`config.mk`:
```
export PLATFORM = sky130hd
export DESIGN_NAME = multicycle_controller_flat
export DESIGN_NICKNAME = d
export VERILOG_FILES = /design/src/rtl/multicycle_controller_if.sv /design/src/rtl/multicycle_controller.sv /design/src/flat_wrapper.sv
export SDC_FILE = /design/constraint.sdc
export NUM_CORES = 1
export LEC_CHECK = 0
export BUFFER_PORTS_ARGS = -buffer_cell sky130_fd_sc_hd__buf_2
export CORE_MARGIN = 2
export CORE_UTILIZATION = 30
export CTS_CLUSTER_SIZE = 14
export DETAILED_ROUTE_END_ITERATION = 8
export HOLD_SLACK_MARGIN = 0.08
export RECOVER_POWER = 50
export SYNTH_ARGS = -nofsm -noshare
export SYNTH_HDL_FRONTEND = slang
export SYNTH_SLANG_ARGS = --single-unit
```
`constraint.sdc`:
```
create_clock -name clk -period 2.2 [get_ports clk]
set_input_delay 0.11 -clock clk [delete_from_list [all_inputs] [get_ports clk]]
set_output_delay 0.11 -clock clk [all_outputs]
set_load 0.005 [all_outputs]
```
`src/rtl/multicycle_controller_if.sv`:
```
// Control bus between the multicycle controller and its datapath.
// The controller side uses the master modport, the datapath side the slave.
interface multicycle_controller_if #(
    parameter int ALUCTR_W = 3,
    parameter int CNT_W    = 32
);
    // Datapath status towards the controller
    logic [5:0]          op;
    logic [5:0]          func;
    logic                zero;
    logic                mem_ready;

    // Control strobes and selects from the controller
    logic                PcWr;
    logic                IrWr;
    logic                MemRd;
    logic                MemWr;
    logic                RegWr;
    logic                RegDst;
    logic                MemtoReg;
    logic                ExtOP;
    logic                AluSrcA;
    logic [1:0]          AluSrcB;
    logic [1:0]          PcSrc;
    logic [ALUCTR_W-1:0] AluCtr;
    logic [2:0]          State;
    logic                InstrDone;
    logic                Illegal;
    logic [CNT_W-1:0]    InstrCnt;

    modport master (
        input  op, func, zero, mem_ready,
        output PcWr, IrWr, MemRd, MemWr, RegWr, RegDst, MemtoReg, ExtOP,
               AluSrcA, AluSrcB, PcSrc, AluCtr, State, InstrDone, Illegal,
               InstrCnt
    );

    modport slave (
        output op, func, zero, mem_ready,
        input  PcWr, IrWr, MemRd, MemWr, RegWr, RegDst, MemtoReg, ExtOP,
               AluSrcA, AluSrcB, PcSrc, AluCtr, State, InstrDone, Illegal,
               InstrCnt
    );
endinterface

```
`src/rtl/multicycle_controller.sv`:
```
// Multicycle MIPS-subset control unit: Moore FSM IF/ID/EX/MEM/WB with
// opcode/func decode and a retired-instruction counter.
// Optional build macro MC_MEMWAIT_EN: IF and MEM stall while mem_ready is low.
// Control outputs are decoded from the current state so they line up with the
// datapath cycle they control; strobes are forced low while rst is high.
module multicycle_controller #(
    parameter int ALUCTR_W = 3,
    parameter int CNT_W    = 32
) (
    input  logic                      clk,
    input  logic                      rst,
    multicycle_controller_if.master   bus
);
    localparam logic [2:0] S_IF  = 3'd0;
    localparam logic [2:0] S_ID  = 3'd1;
    localparam logic [2:0] S_EX  = 3'd2;
    localparam logic [2:0] S_MEM = 3'd3;
    localparam logic [2:0] S_WB  = 3'd4;

    localparam logic [5:0] OP_R     = 6'b000000;
    localparam logic [5:0] OP_J     = 6'b000010;
    localparam logic [5:0] OP_BEQ   = 6'b000100;
    localparam logic [5:0] OP_ADDIU = 6'b001001;
    localparam logic [5:0] OP_ORI   = 6'b001101;
    localparam logic [5:0] OP_LW    = 6'b100011;
    localparam logic [5:0] OP_SW    = 6'b101011;

    localparam logic [2:0] ALU_ADD = 3'b000;
    localparam logic [2:0] ALU_SUB = 3'b100;
    localparam logic [2:0] ALU_AND = 3'b001;
    localparam logic [2:0] ALU_OR  = 3'b010;
    localparam logic [2:0] ALU_SLT = 3'b111;

    logic [2:0]          state_q, state_d;
    logic [CNT_W-1:0]    cnt_q, cnt_d;

    logic                is_r_s, is_j_s, is_beq_s, is_addiu_s, is_ori_s;
    logic                is_lw_s, is_sw_s, op_ok_s, func_ok_s;
    logic [2:0]          func_alu_s;
    logic                mem_ok_s;

    logic                pc_wr_s, ir_wr_s, mem_rd_s, mem_wr_s, reg_wr_s;
    logic                reg_dst_s, mem_to_reg_s, alu_src_a_s;
    logic [1:0]          alu_src_b_s, pc_src_s;
    logic [2:0]          alu3_s;
    logic [ALUCTR_W-1:0] alu_ctr_s;
    logic                done_s, illegal_s;

`ifdef MC_MEMWAIT_EN
    assign mem_ok_s = bus.mem_ready;
`else
    // mem_ready has no effect in this build; every state lasts one cycle.
    logic unused_mem_ready_s;
    assign unused_mem_ready_s = bus.mem_ready;
    assign mem_ok_s           = 1'b1;
`endif

    assign is_r_s     = (bus.op == OP_R);
    assign is_j_s     = (bus.op == OP_J);
    assign is_beq_s   = (bus.op == OP_BEQ);
    assign is_addiu_s = (bus.op == OP_ADDIU);
    assign is_ori_s   = (bus.op == OP_ORI);
    assign is_lw_s    = (bus.op == OP_LW);
    assign is_sw_s    = (bus.op == OP_SW);
    assign op_ok_s    = is_r_s | is_j_s | is_beq_s | is_addiu_s | is_ori_s |
                        is_lw_s | is_sw_s;

    // R-type function field to ALU operation, flagging unsupported codes
    always_comb begin
        func_alu_s = ALU_ADD;
        func_ok_s  = 1'b1;
        case (bus.func)
            6'b100000: func_alu_s = ALU_ADD;
            6'b100010: func_alu_s = ALU_SUB;
            6'b100100: func_alu_s = ALU_AND;
            6'b100101: func_alu_s = ALU_OR;
            6'b101010: func_alu_s = ALU_SLT;
            default: begin
                func_alu_s = ALU_ADD;
                func_ok_s  = 1'b0;
            end
        endcase
    end

    // Next-state and per-state control decode
    always_comb begin
        state_d      = S_IF;
        pc_wr_s      = 1'b0;
        ir_wr_s      = 1'b0;
        mem_rd_s     = 1'b0;
        mem_wr_s     = 1'b0;
        reg_wr_s     = 1'b0;
        reg_dst_s    = 1'b0;
        mem_to_reg_s = 1'b0;
        alu_src_a_s  = 1'b0;
        alu_src_b_s  = 2'b00;
        pc_src_s     = 2'b00;
        alu3_s       = ALU_ADD;
        done_s       = 1'b0;
        illegal_s    = 1'b0;
        case (state_q)
            S_IF: begin
                mem_rd_s    = 1'b1;
                alu_src_b_s = 2'b01;
                if (mem_ok_s) begin
                    ir_wr_s = 1'b1;
                    pc_wr_s = 1'b1;
                    state_d = S_ID;
                end else begin
                    state_d = S_IF;
                end
            end
            S_ID: begin
                alu_src_b_s = 2'b11;
                if (is_j_s) begin
                    pc_wr_s  = 1'b1;
                    pc_src_s = 2'b10;
                    done_s   = 1'b1;
                    state_d  = S_IF;
                end else if (!op_ok_s || (is_r_s && !func_ok_s)) begin
                    illegal_s = 1'b1;
                    state_d   = S_IF;
                end else begin
                    state_d = S_EX;
                end
            end
            S_EX: begin
                if (is_r_s) begin
                    alu_src_a_s = 1'b1;
                    alu3_s      = func_alu_s;
                    state_d     = S_WB;
                end else if (is_addiu_s || is_ori_s) begin
                    alu_src_a_s = 1'b1;
                    alu_src_b_s = 2'b10;
                    alu3_s      = is_ori_s ? ALU_OR : ALU_ADD;
                    state_d     = S_WB;
                end else if (is_lw_s || is_sw_s) begin
                    alu_src_a_s = 1'b1;
                    alu_src_b_s = 2'b10;
                    state_d     = S_MEM;
                end else if (is_beq_s) begin
                    alu_src_a_s = 1'b1;
                    alu3_s      = ALU_SUB;
                    pc_src_s    = 2'b01;
                    pc_wr_s     = bus.zero;
                    done_s      = 1'b1;
                    state_d     = S_IF;
                end else begin
                    state_d = S_IF;
                end
            end
            S_MEM: begin
                if (is_lw_s) begin
                    mem_rd_s = 1'b1;
                    state_d  = mem_ok_s ? S_WB : S_MEM;
                end else if (is_sw_s) begin
                    mem_wr_s = 1'b1;
                    if (mem_ok_s) begin
                        done_s  = 1'b1;
                        state_d = S_IF;
                    end else begin
                        state_d = S_MEM;
                    end
                end else begin
                    state_d = S_IF;
                end
            end
            S_WB: begin
                reg_wr_s     = 1'b1;
                reg_dst_s    = is_r_s;
                mem_to_reg_s = is_lw_s;
                done_s       = 1'b1;
                state_d      = S_IF;
            end
            default: begin
                state_d = S_IF;
            end
        endcase
    end

    // Widen the 3-bit ALU code; upper bits stay zero
    always_comb begin
        alu_ctr_s      = '0;
        alu_ctr_s[2:0] = alu3_s;
    end

    // Retired-instruction counter next value, wrapping naturally
    always_comb begin
        if (done_s) begin
            cnt_d = cnt_q + CNT_W'(1);
        end else begin
            cnt_d = cnt_q;
        end
    end

    // State and counter registers with asynchronous reset
    always_ff @(posedge clk or posedge rst) begin
        if (rst) begin
            state_q <= S_IF;
            cnt_q   <= '0;
        end else begin
            state_q <= state_d;
            cnt_q   <= cnt_d;
        end
    end

    // Strobes are masked by rst so a write in progress drops immediately
    assign bus.PcWr      = pc_wr_s   & ~rst;
    assign bus.IrWr      = ir_wr_s   & ~rst;
    assign bus.MemRd     = mem_rd_s  & ~rst;
    assign bus.MemWr     = mem_wr_s  & ~rst;
    assign bus.RegWr     = reg_wr_s  & ~rst;
    assign bus.InstrDone = done_s    & ~rst;
    assign bus.Illegal   = illegal_s & ~rst;
    assign bus.RegDst    = reg_dst_s;
    assign bus.MemtoReg  = mem_to_reg_s;
    assign bus.ExtOP     = ~is_ori_s;
    assign bus.AluSrcA   = alu_src_a_s;
    assign bus.AluSrcB   = alu_src_b_s;
    assign bus.PcSrc     = pc_src_s;
    assign bus.AluCtr    = alu_ctr_s;
    assign bus.State     = state_q;
    assign bus.InstrCnt  = cnt_q;
endmodule

```
`src/flat_wrapper.sv`:
```
// flat-port wrapper written by rule: the top's interface ports become plain ports
module multicycle_controller_flat 
#(
    parameter int ALUCTR_W = 3,
    parameter int CNT_W    = 32
)
  (clk, rst, bus_op, bus_func, bus_zero, bus_mem_ready, bus_PcWr, bus_IrWr, bus_MemRd, bus_MemWr, bus_RegWr, bus_RegDst, bus_MemtoReg, bus_ExtOP, bus_AluSrcA, bus_AluSrcB, bus_PcSrc, bus_AluCtr, bus_State, bus_InstrDone, bus_Illegal, bus_InstrCnt);
  multicycle_controller_if #(.ALUCTR_W(ALUCTR_W), .CNT_W(CNT_W)) bus_i ();
  input  logic clk;
  input  logic rst;
  input wire logic [$bits(bus_i.op)-1:0] bus_op;
  input wire logic [$bits(bus_i.func)-1:0] bus_func;
  input wire logic [$bits(bus_i.zero)-1:0] bus_zero;
  input wire logic [$bits(bus_i.mem_ready)-1:0] bus_mem_ready;
  output wire logic [$bits(bus_i.PcWr)-1:0] bus_PcWr;
  output wire logic [$bits(bus_i.IrWr)-1:0] bus_IrWr;
  output wire logic [$bits(bus_i.MemRd)-1:0] bus_MemRd;
  output wire logic [$bits(bus_i.MemWr)-1:0] bus_MemWr;
  output wire logic [$bits(bus_i.RegWr)-1:0] bus_RegWr;
  output wire logic [$bits(bus_i.RegDst)-1:0] bus_RegDst;
  output wire logic [$bits(bus_i.MemtoReg)-1:0] bus_MemtoReg;
  output wire logic [$bits(bus_i.ExtOP)-1:0] bus_ExtOP;
  output wire logic [$bits(bus_i.AluSrcA)-1:0] bus_AluSrcA;
  output wire logic [$bits(bus_i.AluSrcB)-1:0] bus_AluSrcB;
  output wire logic [$bits(bus_i.PcSrc)-1:0] bus_PcSrc;
  output wire logic [$bits(bus_i.AluCtr)-1:0] bus_AluCtr;
  output wire logic [$bits(bus_i.State)-1:0] bus_State;
  output wire logic [$bits(bus_i.InstrDone)-1:0] bus_InstrDone;
  output wire logic [$bits(bus_i.Illegal)-1:0] bus_Illegal;
  output wire logic [$bits(bus_i.InstrCnt)-1:0] bus_InstrCnt;
  assign bus_i.op = bus_op;
  assign bus_i.func = bus_func;
  assign bus_i.zero = bus_zero;
  assign bus_i.mem_ready = bus_mem_ready;
  assign bus_PcWr = bus_i.PcWr;
  assign bus_IrWr = bus_i.IrWr;
  assign bus_MemRd = bus_i.MemRd;
  assign bus_MemWr = bus_i.MemWr;
  assign bus_RegWr = bus_i.RegWr;
  assign bus_RegDst = bus_i.RegDst;
  assign bus_MemtoReg = bus_i.MemtoReg;
  assign bus_ExtOP = bus_i.ExtOP;
  assign bus_AluSrcA = bus_i.AluSrcA;
  assign bus_AluSrcB = bus_i.AluSrcB;
  assign bus_PcSrc = bus_i.PcSrc;
  assign bus_AluCtr = bus_i.AluCtr;
  assign bus_State = bus_i.State;
  assign bus_InstrDone = bus_i.InstrDone;
  assign bus_Illegal = bus_i.Illegal;
  assign bus_InstrCnt = bus_i.InstrCnt;
  multicycle_controller #(.ALUCTR_W(ALUCTR_W), .CNT_W(CNT_W)) u_core (.clk(clk), .rst(rst), .bus(bus_i));
endmodule
```
## After elaboration in Yosys (flattened, before gate mapping)

Index checks and enable logic that the tools add are counted.

| cells by class | value |
|---|---|
| div/mod/pow operators | 0 |
| equal/unequal tests | 15 |
| mux-type cells | 52 |
| bitwise logic cells | 15 |
| multipliers | 0 |
| shift-type cells | 0 |
| $add $sub $neg | 1 |
| magnitude comparators | 0 |
| reduce and logical (&&, ||, !) cells | 9 |

Operator list:

| cell | count |
|---|---|
| $eq 6x6->1 const B | 7 |
| $add 32x1->32 const B | 1 |
| $mux 3 | 9 |
| $mux 1 | 26 |
| $pmux 3 s4 | 2 |
| $mux 2 | 10 |
| $eq 6x4->1 const B | 2 |
| $and 1x1->1 | 7 |
| $eq 3x2->1 const B | 2 |
| $eq 6x2->1 const B | 1 |
| $eq 6x3->1 const B | 1 |
| $logic_not 6->1 | 1 |
| $or 1x1->1 | 6 |
| $pmux 2 s3 | 1 |
| $reduce_or 5->1 | 1 |
| $pmux 1 s4 | 1 |
| $pmux 2 s2 | 1 |
| $eq 3x1->1 const B | 1 |
| $eq 3x3->1 const B | 1 |
| $logic_not 3->1 | 1 |
| $logic_or 1x1->1 | 3 |
| $pmux 1 s3 | 1 |
| $logic_not 1->1 | 2 |
| $not 1->1 | 2 |
| other kinds (2) | 2 |

| storage, ports and cells | value |
|---|---|
| bits in latches | 0 |
| register bits | 35 |
| logic and storage cells | 94 |
| bits in read-only memories | 0 |
| memories kept | 0 |
| RAM bits | 0 |
| input port bits | 16 |

## Longest topological paths before layout

| logic depth | value |
|---|---|
| depth in word-level cells | 13 |
| mapped depth | 8 |

## Worst setup path after synthesis

No wires, ideal clock.

| timing | value |
|---|---|
| path kind | register to register |
| start | register u_core.state_q[1] (netlist: u_core.bus.State[1]) |
| end | register u_core.cnt_q[22] (netlist: u_core.bus.InstrCnt[22]) |
| setup slack | -0.067 ns |
| path buffers | 2 |
| cell stages (with the launch flop) | 8 |
| clock period less this slack | 2.267 ns |
| required time | 2.077 ns |
| arrival | 2.144 ns |
| path through | dfrtp_1 buf_2 or4_4 a2111oi_4 or2_2 buf_4 nand4_1 xnor2_1 |

| between the ends | value |
|---|---|
| cells in the longest elaborated chain, start to end | 2 |

Ends and longest elaborated chain:

| what | RTL line | text |
|---|---|---|
| start: declaration | multicycle_controller.sv:34 | `logic [2:0] state_q, state_d;` |
| start signal: assignment | multicycle_controller.sv:202 | `state_q <= state_d;` |
| $eq 3x3->1 (tied with other cells) | multicycle_controller.sv:101 | `case (state_q)` |
| $pmux 1 s4 * | multicycle_controller.sv:101 |  |
| end signal: assignment | multicycle_controller.sv:203 | `cnt_q <= cnt_d;` |
| end: declaration | multicycle_controller.sv:35 | `logic [CNT_W-1:0] cnt_q, cnt_d;` |

Every way passes the cells marked *; elsewhere a longest branch is shown, timed or not.
A chain may end at the register's enable or synchronous reset.

## Final worst setup path

| timing | value |
|---|---|
| start | register u_core.state_q[1] (netlist: u_core.bus.State[1]) |
| end | output bus_InstrDone |

| between the ends | value |
|---|---|
| cells in the longest elaborated chain, start to end | 3 |

Ends and longest elaborated chain:

| what | RTL line | text |
|---|---|---|
| $eq 3x3->1 (tied with other cells) | multicycle_controller.sv:101 |  |
| $pmux 1 s4 * | multicycle_controller.sv:101 |  |
| $and 1x1->1 * | multicycle_controller.sv:213 | `assign bus.InstrDone = done_s & ~rst;` |
| end: declaration | flat_wrapper.sv:28 | `output wire logic [$bits(bus_i.InstrDone)-1:0] bus_InstrDone;` |

Marked as above.

==> flow_summary.ini <==
[cts]
cts_sinks = 35
clk_latency_ns = 0.28
htreeDepth = 2
cts_inserted_buffers = 5
cts_root_buffer = clkbuf_8
cts_buffer_depth = 2
clk_pin_slew_worst_paths_ns = 0.07
cts_tree = built

[sta]
period_needed_ns = 2.123
fin_skew_ns = 0.008627
rsz0062_at_grt = yes
setup_viol = 0
fmax_mhz = 471.1
maxSlewHeadroom = 0.4262
hold_viol_final = 0
finalCritPeriodShare = 0.9649
worst_pin_slew_ns = 0.8607
drv_slew = 0

[placed_design]
placed_area_um2 = 2527
numPortBuffers = 67
globalplace.congestion = 0.7911
dp_hpwl_um = 3920

[synthesis]
synth_top_area_frac = 0.4281
synth_top_area_cell = dfrtp_1
synthCells = 220
ys.flop_type = dfrtp_1
netlist_top_cells_area = dfrtp_1 (43%), xnor2_1 (8.1%), xor2_1 (5.6%)
synth-seq-cells = 35
syn-num-nets = 237
ys_warn_count = 0
synth_area_um2 = 2046
synth_seq_area_share = 0.4281
syn_area_per_cell_um2 = 9.299
async_flop_share = 1.000
synthDistinctLibCells = 43
synth_edf_count = 0

[outcome]
status = finished, final reports clean

[finish]
multi_input_area_um2 = 1149
mostFrequentLayoutCells = buf_2 (58), dfrtp_1 (35), nor2_1 (22)
regArea_um2 = 875.8
n_antenna_cell = 0
areaGrowthSynthToFinish_pct = 31.13
fin_nets = 320
n_fill_cell = 696
drive_gt1_frac = 0.3212
layout_commonest_cell = buf_2
final_area_um2 = 2683

[floorplan]
rows = 30
start_util = 0.3062
fp.dieW_um = 86.58
die_h_um = 86.58
io_pins = 69
fp.coreArea_um2 = 6681
die-area_um2 = 7495

[critical_path]
path_class = flop to primary output
crit_fanout = 7
arrival_ns = 2.01
startpoint_type = flop
cp-end-kind = primary output
required_ns = 2.09

[power]
p_per_area_nw_per_um2 = 539.3
finalPower_mw = 1.447
ir_worst_vdd_v = 0.0003298
leakagePower_nw = 1.205

[routing]
via_per_inst = 5.005
totalWireLength_um = 5166
first_pass_iters = 4
wl_per_cell_um = 13.52
ant_nets = 0
initialDrtViolationCount = 89
num_vias = 1912
drc = 0

[job]
cap_violations = 0

[grt]
antenna_found_initial = 0
grt_max_degree = 36
grtUsageTotal = 0.1457
grt_pass1_vias = 1771
gr-total-overflow = 0
grt_pass1_wl_um = 8631

[min_path]
hold_class = input pin to flop
-- layer usage --
layer	GRT usage	wire length, um	part of all wire
met3	0.03429	240	0.046
met1	0.2006	2465	0.48
met4	0.03835	46	0.0089
met5	0	0	0
met2	0.2308	2413	0.47
-- synth_stat cells, types with 4 or more instances --
| library cell | instances |
|---|---|
| dfrtp_1 | 35 |
| nor2_1 | 23 |
| nand2_1 | 19 |
| xnor2_1 | 19 |
| nand3_1 | 13 |
| xor2_1 | 13 |
| nand4_1 | 11 |
| a21oi_1 | 9 |
| inv_1 | 7 |
| clkbuf_1 | 6 |
| nand2b_1 | 6 |
| nor3_1 | 6 |
| and2_1 | 4 |
| or3b_2 | 4 |
-- where the power goes --
| part | leakage (nW) | switching [mW] | total, mW | internal [mW] |
|---|---|---|---|---|
| logic | 0.717 | 0.174 | 0.314 | 0.140 |
| registers | 0.451 | 0.0347 | 0.709 | 0.674 |
| clock network | 0.0371 | 0.213 | 0.424 | 0.211 |
| total | 1.20 | 0.422 | 1.45 | 1.02 |
-- final cells by class --
| type | instances | share of cell area |
|---|---|---|
| sequential | 35 | 0.3265 |
| clock buffer | 6 | 0.02705 |
| multi-input combinational | 169 | 0.4282 |
| tap | 80 | 0.03731 |
| timing repair buffer | 85 | 0.1712 |
| inverter | 7 | 0.009795 |
-- through the flow --
stage	setup TNS (ns)	utilization	hold slack [ns]	cells	setup slack, ns
global route	-0.009607	0.4015	0.2544	382	-0.009607
floorplan	0	-	0.3110	220	0.003896
CTS	0	0.3966	0.2444	379	0.008299
global placement	0	0.3783	0.3279	368	0.06203
detailed placement	0	0.3783	0.3301	368	0.03208
finish	0	0.4015	0.2498	382	0.07719
-- what timing repair did --
action / 4_1_cts / 5_1_grt
resized for setup: 2 / 5
pin swaps: 4 / 5
setup endpoints to repair: 3 / 11
setup buffers: 4 / 3
hold buffers: 1 / 0
hold endpoints to repair: 35 / 0
cloned: 0 / 0
-- cells by family after synthesis --
family	Yosys count	share of synthesized area
xor gates and xnor gates	32	0.1370
and+or+nand+nor	113	0.3083
AOI/OAI and AO/OA	23	0.08807
buffers and inverters	16	0.03242
adders and majority gates	1	0.006115
DFF	35	0.4281
-- registers in the layout (all words and copies together), names as in the netlist --
signal	flops
u_core.bus.InstrCnt	32
u_core.bus.State	3
-- critical path, stage by stage (launching register included) --
cell	delay (ns)
dfrtp_1	0.39
or4_4	0.49
a2111oi_4	0.39
buf_4	0.19
nor2_4	0.05
nor2_1	0.09
buf_2	0.12
-- path summary, 6_finish.rpt --
| check | from | endpoint | slack [ns] | cells after the start |
|---|---|---|---|---|
| worst max-delay path | u_core.bus.State[1] | bus_InstrDone | 0.08 | 6 |
| worst min-delay path | bus_op[4] | u_core.bus.State[1] | 0.25 | 4 |
| worst max register to register | u_core.bus.State[1] | u_core.bus.InstrCnt[28] | 0.13 | 6 |
| worst min register to register | u_core.bus.InstrCnt[31] | u_core.bus.InstrCnt[31] | 0.47 | 1 |
| max in group asynchronous | rst | u_core.bus.InstrCnt[7] | 0.93 | 4 |
| min in group asynchronous | rst | u_core.bus.InstrCnt[25] | 0.71 | 4 |
(Power assumes the default switching activity.)
